===== src/rtl/mem_access_pkg.sv =====
// mem_access_pkg: shared size encodings, FSM states and defaults for mem_access_unit
// Contents: SIZE_* request size codes, memState FSM encoding, DEFAULT_MEM_WORDS.
package mem_access_pkg;
  localparam logic [1:0] SIZE_BYTE    = 2'd0;
  localparam logic [1:0] SIZE_HALF    = 2'd1;
  localparam logic [1:0] SIZE_WORD    = 2'd2;
  localparam logic [1:0] SIZE_ILLEGAL = 2'd3;
  localparam int DEFAULT_MEM_WORDS = 128;
  typedef enum logic [2:0] {
    IDLE   = 3'd0,
    LOAD   = 3'd1,
    STORE  = 3'd2,
    RMW_RD = 3'd3,
    RMW_WR = 3'd4,
    RESP   = 3'd5
  } memState;
endpackage


===== src/rtl/mem_access_unit_if.sv =====
// mem_access_unit_if / mem_bus_if: request/response channel and memory bus
// mem_access_unit_if: master = MEM stage (drives req*), slave = unit (drives reqReady, resp*).
// mem_bus_if: master = unit (drives address/data/enables), slave = memory (drives memDataRead).
interface mem_access_unit_if #(parameter int BITS = 32);
  logic reqValid;
  logic reqReady;
  logic reqWrite;
  logic [1:0] reqSize;
  logic reqSigned;
  logic [BITS-1:0] reqAddress;
  logic [BITS-1:0] reqData;
  logic respValid;
  logic [BITS-1:0] respData;
  logic respError;
  modport master(output reqValid, reqWrite, reqSize, reqSigned, reqAddress, reqData,
                 input reqReady, respValid, respData, respError);
  modport slave(input reqValid, reqWrite, reqSize, reqSigned, reqAddress, reqData,
                output reqReady, respValid, respData, respError);
endinterface

interface mem_bus_if #(parameter int BITS = 32);
  logic [BITS-1:0] memAddress;
  logic [BITS-1:0] memDataWrite;
  logic [BITS-1:0] memDataRead;
  logic memRead;
  logic memWrite;
  modport master(output memAddress, memDataWrite, memRead, memWrite, input memDataRead);
  modport slave(input memAddress, memDataWrite, memRead, memWrite, output memDataRead);
endinterface


===== src/rtl/mem_lane_align.sv =====
// mem_lane_align: little-endian sub-word load extraction/extension and store merge
// Inputs: addrLow (addr[1:0]), size, isSigned, readWord (load source), mergeWord (RMW base),
// storeData (right-aligned). Outputs: loadData (extended lane), mergedWord (word to write).
module mem_lane_align import mem_access_pkg::*; #(parameter int BITS = 32) (
  input  logic [1:0]      addrLow,
  input  logic [1:0]      size,
  input  logic            isSigned,
  input  logic [BITS-1:0] readWord,
  input  logic [BITS-1:0] mergeWord,
  input  logic [BITS-1:0] storeData,
  output logic [BITS-1:0] loadData,
  output logic [BITS-1:0] mergedWord
);
  logic [4:0] shamt;
  logic [BITS-1:0] shifted;
  logic [BITS-1:0] laneMask;
  // Words are always aligned, so the byte-lane shift collapses to zero for them.
  always_comb begin
    shamt = size == SIZE_HALF ? {addrLow[1], 4'b0} : {addrLow, 3'b0};
    shifted = readWord >> shamt;
    laneMask = size == SIZE_BYTE ? BITS'(8'hFF) : size == SIZE_HALF ? BITS'(16'hFFFF) : '1;
    loadData = size == SIZE_BYTE ? {{(BITS-8){isSigned & shifted[7]}}, shifted[7:0]}
             : size == SIZE_HALF ? {{(BITS-16){isSigned & shifted[15]}}, shifted[15:0]}
             : shifted;
    mergedWord = (mergeWord & ~(laneMask << shamt)) | ((storeData & laneMask) << shamt);
  end
endmodule


===== src/rtl/mem_access_unit.sv =====
// mem_access_unit: MEM-stage initiator for byte/half/word loads and stores to word memory
// Ports: clk, resetN (async active-low), req (mem_access_unit_if.slave: request/response
// handshake), mem (mem_bus_if.master: memAddress/memDataWrite/memRead/memWrite/memDataRead).
module mem_access_unit import mem_access_pkg::*; #(
  parameter int BITS = 32,
  parameter int MEM_WORDS = DEFAULT_MEM_WORDS
) (
  input logic clk,
  input logic resetN,
  mem_access_unit_if.slave req,
  mem_bus_if.master mem
);
  memState state;
  logic [1:0] sizeReg;
  logic [1:0] addrLow;
  logic signedReg;
  logic [BITS-1:0] addrReg;
  logic [BITS-1:0] dataReg;
  logic [BITS-1:0] mergeReg;
  logic [BITS-1:0] respDataReg;
  logic respErrorReg;
  logic reqBad;
  logic [BITS-1:0] loadData;
  logic [BITS-1:0] mergedWord;

  always_comb begin
    reqBad = req.reqSize == SIZE_ILLEGAL
          || (req.reqSize == SIZE_HALF && req.reqAddress[0])
          || (req.reqSize == SIZE_WORD && req.reqAddress[1:0] != 2'b00)
          || (req.reqAddress >> 2) >= BITS'(MEM_WORDS);
  end

  mem_lane_align #(.BITS(BITS)) align (
    .addrLow(addrLow),
    .size(sizeReg),
    .isSigned(signedReg),
    .readWord(mem.memDataRead),
    .mergeWord(mergeReg),
    .storeData(dataReg),
    .loadData(loadData),
    .mergedWord(mergedWord)
  );

  // Enables decode from state alone so an async reset drops them immediately.
  assign req.reqReady = state == IDLE;
  assign req.respValid = state == RESP;
  assign req.respData = respDataReg;
  assign req.respError = respErrorReg;
  assign mem.memAddress = addrReg;
  assign mem.memRead = state == LOAD || state == RMW_RD;
  assign mem.memWrite = state == STORE || state == RMW_WR;
  assign mem.memDataWrite = state == STORE ? dataReg : state == RMW_WR ? mergedWord : '0;

  // respData/respError only change on the edge entering RESP, so they hold between responses.
  always_ff @(posedge clk or negedge resetN) begin
    if (!resetN) begin
      state <= IDLE;
      sizeReg <= '0;
      addrLow <= '0;
      signedReg <= 1'b0;
      addrReg <= '0;
      dataReg <= '0;
      mergeReg <= '0;
      respDataReg <= '0;
      respErrorReg <= 1'b0;
    end else begin
      case (state)
        IDLE: if (req.reqValid) begin
          sizeReg <= req.reqSize;
          addrLow <= req.reqAddress[1:0];
          signedReg <= req.reqSigned;
          addrReg <= {req.reqAddress[BITS-1:2], 2'b00};
          dataReg <= req.reqData;
          if (reqBad) begin
            respDataReg <= '0;
            respErrorReg <= 1'b1;
            state <= RESP;
          end else begin
            state <= !req.reqWrite ? LOAD : req.reqSize == SIZE_WORD ? STORE : RMW_RD;
          end
        end
        LOAD: begin
          respDataReg <= loadData;
          respErrorReg <= 1'b0;
          state <= RESP;
        end
        STORE, RMW_WR: begin
          respDataReg <= '0;
          respErrorReg <= 1'b0;
          state <= RESP;
        end
        RMW_RD: begin
          mergeReg <= mem.memDataRead;
          state <= RMW_WR;
        end
        default: state <= IDLE;
      endcase
    end
  end
endmodule


===== src/flat_wrapper.sv =====
// flat-port wrapper written by rule: the top's interface ports become plain ports
module mem_access_unit_flat import mem_access_pkg::*;
#(
  parameter int BITS = 32,
  parameter int MEM_WORDS = DEFAULT_MEM_WORDS
)
  (clk, resetN, req_reqValid, req_reqWrite, req_reqSize, req_reqSigned, req_reqAddress, req_reqData, req_reqReady, req_respValid, req_respData, req_respError, mem_memAddress, mem_memDataWrite, mem_memRead, mem_memWrite, mem_memDataRead);
  mem_access_unit_if #(.BITS(BITS)) req_i ();
  mem_bus_if #(.BITS(BITS)) mem_i ();
  input logic clk;
  input logic resetN;
  input wire logic [$bits(req_i.reqValid)-1:0] req_reqValid;
  input wire logic [$bits(req_i.reqWrite)-1:0] req_reqWrite;
  input wire logic [$bits(req_i.reqSize)-1:0] req_reqSize;
  input wire logic [$bits(req_i.reqSigned)-1:0] req_reqSigned;
  input wire logic [$bits(req_i.reqAddress)-1:0] req_reqAddress;
  input wire logic [$bits(req_i.reqData)-1:0] req_reqData;
  output wire logic [$bits(req_i.reqReady)-1:0] req_reqReady;
  output wire logic [$bits(req_i.respValid)-1:0] req_respValid;
  output wire logic [$bits(req_i.respData)-1:0] req_respData;
  output wire logic [$bits(req_i.respError)-1:0] req_respError;
  output wire logic [$bits(mem_i.memAddress)-1:0] mem_memAddress;
  output wire logic [$bits(mem_i.memDataWrite)-1:0] mem_memDataWrite;
  output wire logic [$bits(mem_i.memRead)-1:0] mem_memRead;
  output wire logic [$bits(mem_i.memWrite)-1:0] mem_memWrite;
  input wire logic [$bits(mem_i.memDataRead)-1:0] mem_memDataRead;
  assign req_i.reqValid = req_reqValid;
  assign req_i.reqWrite = req_reqWrite;
  assign req_i.reqSize = req_reqSize;
  assign req_i.reqSigned = req_reqSigned;
  assign req_i.reqAddress = req_reqAddress;
  assign req_i.reqData = req_reqData;
  assign req_reqReady = req_i.reqReady;
  assign req_respValid = req_i.respValid;
  assign req_respData = req_i.respData;
  assign req_respError = req_i.respError;
  assign mem_memAddress = mem_i.memAddress;
  assign mem_memDataWrite = mem_i.memDataWrite;
  assign mem_memRead = mem_i.memRead;
  assign mem_memWrite = mem_i.memWrite;
  assign mem_i.memDataRead = mem_memDataRead;
  mem_access_unit #(.BITS(BITS), .MEM_WORDS(MEM_WORDS)) u_core (.clk(clk), .resetN(resetN), .req(req_i), .mem(mem_i));
endmodule

===== config.mk =====
export PLATFORM = sky130hd
export DESIGN_NAME = mem_access_unit_flat
export DESIGN_NICKNAME = d
export VERILOG_FILES = /design/src/rtl/mem_access_pkg.sv /design/src/rtl/mem_access_unit_if.sv /design/src/rtl/mem_lane_align.sv /design/src/rtl/mem_access_unit.sv /design/src/flat_wrapper.sv
export SDC_FILE = /design/constraint.sdc
export NUM_CORES = 1
export LEC_CHECK = 0
export BUFFER_PORTS_ARGS = -buffer_cell sky130_fd_sc_hd__clkbuf_2
export CAP_MARGIN = 20
export CORE_MARGIN = 2
export CORE_UTILIZATION = 40
export DETAILED_ROUTE_END_ITERATION = 10
export PLACE_DENSITY = 0.69
export SKIP_CTS_REPAIR_TIMING = 1
export SLEW_MARGIN = 25
export SYNTH_ARGS = -nofsm -noshare
export SYNTH_HDL_FRONTEND = slang
export SYNTH_HIERARCHICAL = 1
export SYNTH_SLANG_ARGS = --single-unit

===== constraint.sdc =====
create_clock -name clk -period 3.16 [get_ports clk]
set_input_delay 0.316 -clock clk [delete_from_list [all_inputs] [get_ports clk]]
set_output_delay 0.316 -clock clk [all_outputs]
set_load 0.01 [all_outputs]

[Yosys cells after proc, flatten, opt, wreduce, memory -nomap -nowiden]
Index checks and enable logic that the tools add are counted.
Storage, ports and cells
  register bits: 135
  latch bits: 0
  bits in writable memories: 0
  ROM bits: 0
  input bits: 103
  output and inout port bits: 101
  logic and storage cells: 65
  memories kept: 0
Operators by class
  add/sub/neg operators: 0
  multiply operators: 0
  div/mod/pow operators: 0
  magnitude comparators: 1
  equality and inequality tests: 11
  shift-type cells: 3
  multiplexer cells: 18
  bitwise gates (word level): 6
  reduce and logical (&&, ||, !) cells: 17
Operators with widths (number)
  $mux W32: 8
  $pmux W32 S3: 1
  $and A32 B32 Y32: 2
  $shl A32 B5 Y32: 2
  $not A32 Y32: 1
  $or A32 B32 Y32: 1
  $shr A32 B5 Y32: 1
  $ge A30 B8 Y1 const B: 1
  $mux W3: 3
  $pmux W3 S3: 1
  $eq A3 B2 Y1 const B: 2
  $eq A3 B3 Y1 const B: 2
  $reduce_and A3 Y1: 2
  $logic_or A1 B1 Y1: 5
  $eq A2 B1 Y1 const B: 2
  $eq A2 B2 Y1 const B: 2
  $mux W4: 1
  $reduce_bool A2 Y1: 2
  $eq A3 B1 Y1 const B: 1
  $logic_not A3 Y1: 1
  $mux W1: 3
  $reduce_bool A3 Y1: 1
  $reduce_or A3 Y1: 1
  $and A1 B1 Y1: 2
  other kinds (7): 8

[Depth between registers and ports, before layout]
Gate-level depths: netlist of run 1.
  word-level depth: 9
  gate-level depth with buffers: 9
  gate-level depth less buffers: 6

[Hierarchy]
The synthesis of run 1 kept the hierarchy.
Modules (own cells, without submodules)
  mem_access_unit: times used 1, cells an instance 432, area an instance 6064.6 µm², seq. area each 3378.2 µm²
  mem_lane_align: times used 1, cells an instance 238, area an instance 1589.0 µm², seq. area each 0.0 µm²

[Least setup slack after synthesis of run 1]
Ideal clock, no wire load.
  kind: flip-flop to output port
  start point: register u_core.sizeReg[1]
  end point: output mem_memDataWrite[0]
  arrival time: 1.580 ns
  required time: 2.844 ns
  setup slack: 1.264 ns
  stages on the path, launching flop included: 6
  cell sequence: dfrtp_1 -> nand2b_1 -> and2_1 -> nor2_2 -> mux2_2 -> a22o_1
On the way
  cells in the longest elaborated chain, start to end: 9
Ends and longest elaborated chain
  from (decl): line mem_access_unit.sv:14  | logic [1:0] sizeReg;
  from (signal assigned): line mem_access_unit.sv:69  | sizeReg <= req.reqSize;
  $eq A2 B1 Y1: line mem_lane_align.sv:19, mem_lane_align.sv:21
  $mux W32 (2 in series): line mem_lane_align.sv:21  | laneMask = size == SIZE_BYTE ? BITS'(8'hFF) : size == SIZE_HALF ? BITS'(16'hFFFF) : '1;
  $shl A32 B5 Y32: line mem_lane_align.sv:25  | mergedWord = (mergeWord & ~(laneMask << shamt)) | ((storeData & laneMask) << shamt);
  $not A32 Y32: line mem_lane_align.sv:25
  $and A32 B32 Y32: line mem_lane_align.sv:25
  $or A32 B32 Y32 (*): line mem_lane_align.sv:25
  named net u_core.mergedWord[0]: line mem_access_unit.sv:24  | logic [BITS-1:0] mergedWord;
  $mux W32 (*) (2 in series): line mem_access_unit.sv:52  | assign mem.memDataWrite = state == STORE ? dataReg : state == RMW_WR ? mergedWord : '0;
  to (decl): line flat_wrapper.sv:23  | output wire logic [$bits(mem_i.memDataWrite)-1:0] mem_memDataWrite;
Mark *: on every way through the listed nets, which the timed path passes. The rest lies on a longest branch.

[Worst setup path after layout of run 1]
  start point: register u_core.addrLow[1]
  end point: output mem_memDataWrite[31]
On the way
  cells in the longest elaborated chain, start to end: 6
Ends and longest elaborated chain
  from (decl): line mem_access_unit.sv:15  | logic [1:0] addrLow;
  from (signal assigned): line mem_access_unit.sv:70  | addrLow <= req.reqAddress[1:0];
  $shl A32 B5 Y32: line mem_lane_align.sv:25
  $not A32 Y32: line mem_lane_align.sv:25
  $and A32 B32 Y32: line mem_lane_align.sv:25
  $or A32 B32 Y32 (*): line mem_lane_align.sv:25
  named net u_core.mergedWord[31]: line mem_access_unit.sv:24
  $mux W32 (*) (2 in series): line mem_access_unit.sv:52
Marked as above.

==> flow_summary.json, run 1 <==
{
  "timing.critical_path.from": "u_core/addrLow[1]",
  "drive_above_1_share_pct": 43.5,
  "tritoncts": "done",
  "dr.first_iter.drc_count": 545,
  "synthFlopType": "dfrtp_1",
  "wl_um": 23400,
  "cts_buffers": 17,
  "rrSetupSlack_ns": 0.84,
  "ys_warn_count": 6,
  "route.detailed.drc": 0,
  "criticalPathCategory": "flip-flop to output pin",
  "clk_pin_slew_ns": 0.06,
  "drv_slew": 0,
  "slew_headroom_pct": 48.9,
  "synth-compound-area-share_pct": 18.0,
  "fillers": 1690,
  "leakagePower_nw": 4.47,
  "clk_latency_ns": 0.42,
  "rsz0062_at_grt": "no",
  "synthAdderAreaFrac_pct": 0,
  "synth_seq_area_share_pct": 44.1,
  "ir_worst_vdd_v": 0.000482,
  "holdPathEnd": "u_core/state[1]",
  "place_congestion": 0.848,
  "fp.dieW_um": 142,
  "ys_types": 52,
  "status": "completed",
  "viasPerCell": 5.69,
  "clock_skew_ns": 0.00688,
  "grt.total_usage_pct": 23.4,
  "synth_top_area_cell": "dfrtp_1",
  "crit_family": "simple AND/OR/NAND/NOR gates",
  "die_h_um": 142,
  "worstHoldPathCells": 3,
  "slowest_delay_ns": 0.61,
  "wire_per_inst_um": 21.3,
  "synth-async-reset-ratio_pct": 100,
  "grt_max_degree": 77,
  "synth_xor_area_share_pct": 0.114,
  "avgSynthCellArea_um2": 11.4,
  "synth-edff-count": 0,
  "required_ns": 2.84,
  "layout.nets": 954,
  "worst_setup_path_start_kind": "flip-flop",
  "synth-seq-cells": 135,
  "core_um2": 18800,
  "fmax_mhz": 367,
  "end_kind": "output pin",
  "netlist_top_cells_count": "135 x dfrtp_1, 67 x mux2_4, 67 x nand2_1",
  "tightest_slew_ns": 0.764,
  "yosysMostFrequentCell": "dfrtp_1",
  "min_from": "req_reqWrite",
  "ctsHtreeMaxLevel": 4,
  "io_buffers": 201,
  "fin_setup_tns_ns": 0,
  "diodes": 0,
  "maxCapViolCount": 0,
  "critical_path_arrival_ns": 2.41,
  "grt_pass1_wl_um": 36000,
  "initial_core_util_pct": 40.8,
  "cts_buffer_depth": 2,
  "yosys.area_share.simple_pct": 8.75,
  "synth.top_cell.area_share_pct": 44.1,
  "syn2layout_area_growth_pct": 22.6,
  "fin_crit_ns": 2.72,
  "postRouteAntennaNets": 0,
  "hp-class": "primary input to flip-flop",
  "antenna_found_initial": 0,
  "clock-sinks": 135,
  "io_pins": 204,
  "worstReg2RegStart": "u_core/addrLow[1]",
  "grt_pass1_vias": 6234,
  "crit_slowest_cell": "dfrtp_1",
  "preCtsSetupSlack_ns": 0.865,
  "crit_buf_inv": 1,
  "dp_hpwl_um": 16700,
  "root_buffer": "clkbuf_16",
  "synthMuxAreaShare_pct": 23.2,
  "row_count": 50,
  "overflow": 0,
  "path_cells": "o21a_1, nor2_1, nand2_1, o221ai_1, a22o_1, clkbuf_2",
  "vias": 6252,
  "syn_area_um2": 7650,
  "dieArea_um2": 20300,
  "synth_top_family_by_area": "multiplexers",
  "netlist_instances": 670,
  "ys_top_cells_by_area": "dfrtp_1 44%, mux2_4 13%, mux2_2 5.9%",
  "hold_viol": 0,
  "cp_max_fo": 16,
  "timing.final.ws_setup_ns": 0.436,
  "p_per_area_nw_per_um2": 1060,
  "finalCritPeriodShare_pct": 86.2,
  "r2r_cells": 7,
  "r2r_end": "u_core/req.respData[17]",
  "first_pass_iters": 5,
  "finalSetupViolCount": 0
}
sequential cells by signal, indices dropped and copies added, names as in the netlist:
name / flops
u_core/addrLow: 2
u_core/dataReg: 32
u_core/mem.memAddress: 30
u_core/mergeReg: 32
u_core/req.respData: 32
u_core/req.respError: 1
u_core/signedReg: 1
u_core/sizeReg: 2
u_core/state: 3
metrics by stage:
stage | cells | total power [W] | util, % | instance area [um^2] | hold slack (ns)
3_5_place_dp | 1065 | 0.00771 | 46.5 | 8720 | 0.410
3_3_place_gp | 1065 | 0.00764 | 46.5 | 8720 | 0.405
6_report | 1098 | 0.00994 | 50.0 | 9380 | 0.110
5_1_grt | 1098 | 0.0105 | 50.0 | 9380 | 0.111
4_1_cts | 1097 | 0.00994 | 49.9 | 9370 | -0.0346
2_1_floorplan | 671 | 0.00630 | - | 7660 | 0.0204
where the power goes:
group	switching [W]	internal [W]	total [W]
Combinational	0.00250	0.00224	0.00474
Clock	0.000768	0.00142	0.00219
Sequential	0.000662	0.00235	0.00301
Total	0.00393	0.00601	0.00994
layout by cell type, fill, tap and decap left out, types with 3 or more instances in the layout:
master      count
mux2_4         67
a31oi_1         4
nand3_1        12
nand2b_1        3
nor2_1          7
o221ai_1        4
nor4_1          5
a211oi_1       14
bufinv_16       5
dfrtp_1       135
mux2i_1        32
a22o_1         37
clkbuf_16      17
o21ai_0        45
clkbuf_2      200
o21ai_1         5
mux2_2         40
clkinvlp_4      3
a221o_1         5
buf_4          18
o21ai_2         3
o31ai_1         7
o211ai_1       16
a22oi_1        33
nand2_1        67
and3_1         18
a21oi_1        16
layer usage:
metal  track usage [%]  wire [um]  vias up
met1              32.7      10600     3077
met5                 0          0        -
met4              7.03        367        0
met2              36.7      10900      274
li1                  -          -     2873
met3              5.05       1570       28
worst min-delay path, delay by kind of cell:
family	cells	cell delay (ns)
buffers and inverters	1	0.09
AND/OR/NAND/NOR	2	0.08
cell families after synthesis:
family | Yosys count
flip-flops | 135
AND/OR/NAND/NOR | 134
AO/OA/AOI/OAI | 196
XOR/XNOR | 1
buffers and inverters | 64
multiplexers | 139
other | 1
worst max path at each step:
stage | depth (start not counted) | slack, ns | end
final | 6 | 0.44 | mem_memDataWrite[31]
after global routing | 7 | 0.31 | mem_memDataWrite[0]
after CTS | 7 | 0.41 | mem_memDataWrite[1]
after detailed placement | 7 | 0.86 | mem_memDataWrite[1]
after global placement | 7 | 0.89 | u_core/req.respData[23]
after floorplan | 5 | 1.26 | mem_memDataWrite[0]
cell type report:
type                    instances  area (um^2)  share of cell area [%]
clock buffers                  20          447                    4.76
flip-flops and latches        135         3380                    36.0
multi-input cells             472         3850                    41.1
repair buffers                222         1200                    12.8
clock inverters                12          200                    2.13
well taps                     234          293                    3.12
inverters                       3         11.3                   0.120
(Power assumes the default switching activity.)
==> run 2: changes to the inputs <==
ABC_AREA = 1   (was unset)
PLACE_DENSITY = 0.7   (was 0.69)
==> flow_summary.json, run 2 <==
{
  "final_common_cell": "nand2_1",
  "syn2layout_area_growth_pct": 23.4,
  "synth-seq-cells": 135,
  "slew_headroom_pct": 41.3,
  "diodes": 0,
  "crit_buf_inv": 2,
  "ctsHtreeMaxLevel": 4,
  "io_buffers": 201,
  "vias": 7117,
  "core_um2": 18000,
  "path_cells": "nor2_2, inv_2, o22ai_1, nand2_1, o211ai_1, nand3_1, o21ai_0, clkbuf_2",
  "placed_cells": 1325,
  "yosysMostFrequentCell": "nand2_1",
  "worst_setup_path_start_kind": "flip-flop",
  "synth_seq_area_share_pct": 46.0,
  "maxCapViolCount": 0,
  "synth_top_area_cell": "dfrtp_1",
  "wl_um": 22500,
  "finalCritPeriodShare_pct": 89.0,
  "clock_skew_ns": 0.00897,
  "route.detailed.drc": 0,
  "syn_area_um2": 7340,
  "hold_viol": 0,
  "cts_buffers": 17,
  "fmax_mhz": 356,
  "clk_pin_slew_ns": 0.06,
  "finalSetupViolCount": 0,
  "antenna_found_initial": 0,
  "ys_top_cells_by_area": "dfrtp_1 46%, nand2_1 13%, mux2_2 6.4%",
  "clock-sinks": 135,
  "overflow": 0,
  "synth-async-reset-ratio_pct": 100,
  "synthFlopType": "dfrtp_1",
  "root_buffer": "clkbuf_16",
  "viasPerCell": 5.25,
  "layout.nets": 1219,
  "synth.top_cell.area_share_pct": 46.0,
  "ys_types": 29,
  "avgSynthCellArea_um2": 7.77,
  "row_count": 49,
  "first_pass_iters": 8,
  "status": "completed",
  "fp.dieW_um": 139,
  "initial_core_util_pct": 40.9,
  "wire_per_inst_um": 16.6,
  "ir_worst_vdd_v": 0.000518,
  "cp_max_fo": 18,
  "grt.total_usage_pct": 23.3,
  "required_ns": 2.84,
  "fin_setup_tns_ns": 0,
  "ys_warn_count": 6,
  "critical_path_arrival_ns": 2.50,
  "instances_no_fill": 1356,
  "place_congestion": 0.958,
  "netlist_instances": 944,
  "dp_hpwl_um": 16700,
  "hold_slack_ns": 0.129,
  "drv_slew": 0,
  "dieArea_um2": 19400,
  "crit_family": "compound AO/OA/AOI/OAI gates",
  "grt_pass1_vias": 6767,
  "clk_latency_ns": 0.42,
  "rsz0062_at_grt": "no",
  "p_per_area_nw_per_um2": 996,
  "die_h_um": 139,
  "netlist_top_cells_count": "255 x nand2_1, 135 x dfrtp_1, 87 x nand3_1, 87 x o21ai_0, 86 x inv_1",
  "criticalPathCategory": "flip-flop to output pin",
  "hp-class": "primary input to flip-flop",
  "io_pins": 204,
  "grt_max_degree": 111,
  "fin_crit_ns": 2.81,
  "grt_pass1_wl_um": 35900,
  "end_kind": "output pin",
  "cts_buffer_depth": 2,
  "slowest_delay_ns": 0.56,
  "synth-edff-count": 0,
  "drive_above_1_share_pct": 26.8,
  "tritoncts": "done",
  "dr.first_iter.drc_count": 773,
  "tightest_slew_ns": 0.879,
  "postRouteAntennaNets": 0,
  "crit_slowest_cell": "o22ai_1",
  "mostFrequentLayoutCells": "255 x nand2_1, 200 x clkbuf_2, 135 x dfrtp_1",
  "leakagePower_nw": 4.93
}
-- run 2: cell count changes after synthesis, moves of 32 or more --
cell / before / now
a21oi_1: 16 / 55
a22o_1: 37 / 0
a22oi_1: 33 / 0
inv_1: 1 / 86
mux2_4: 67 / 0
mux2i_1: 32 / 0
nand2_1: 67 / 255
nand3_1: 12 / 87
nor2_1: 7 / 61
o21ai_0: 45 / 87
-- run 2: kinds of logic after synthesis --
logic type,after synthesis,share of synthesized area (%)
other,1,0.0511
AND/OR/NAND/NOR,419,23.8
flip-flops,135,46.0
multiplexers,44,6.75
AO/OA/AOI/OAI,192,13.8
buffers and inverters,153,9.53
-- run 2: report_power, final --
group	internal [W]	switching, W	leakage [nW]
Clock	0.00136	0.000774	0.298
Sequential	0.00230	0.000408	1.62
Combinational	0.00145	0.00274	3.01
Total	0.00510	0.00392	4.93
-- run 2: metal layers --
metal  wire length (um)  vias to the layer above  GRT usage [%]  share of wire (%)
met2              10100                      358           34.8                 45
met5                  0                        -              0                  0
met3               1940                       43           5.71                8.6
li1                   -                     3410              -                  -
met4                493                        0           7.44                2.2
met1               9990                     3306           33.5                 44
-- run 2: worst paths after layout --
check,startpoint,end,slack [ns],cells after the start
max,u_core/sizeReg[0],mem_memDataWrite[31],0.35,8
min,req_reqAddress[8],u_core/mem.memAddress[8],0.13,2
max reg2reg,u_core/addrLow[0],u_core/req.respData[26],1.01,9
min reg2reg,u_core/req.respData[20],u_core/req.respData[20],0.47,2
max in group asynchronous,resetN,u_core/req.respData[9],1.89,3
min in group asynchronous,resetN,u_core/mem.memAddress[7],0.41,2
-- run 2: layout make-up --
cell class                      instances  area [um^2]
Fill cell                            1770         8900
Multi-Input combinational cell        657         3270
Sequential cell                       135         3380
Timing Repair Buffer                  215         1160
Clock buffer                           19          453
Clock inverter                         11          174
Inverter                               90          340
Tap cell                              229          287
-- run 2: per-stage QoR --
stage / instance area [um^2] / power, W / setup slack, ns / utilization [%]
5_1_grt: 9060 / 0.00968 / 0.190 / 50.4
3_5_place_dp: 8420 / 0.00685 / 0.847 / 46.9
6_report: 9060 / 0.00903 / 0.348 / 50.4
4_1_cts: 9050 / 0.00900 / 0.385 / 50.4
3_3_place_gp: 8420 / 0.00678 / 0.859 / 46.9
2_1_floorplan: 7340 / 0.00557 / 1.30 / -
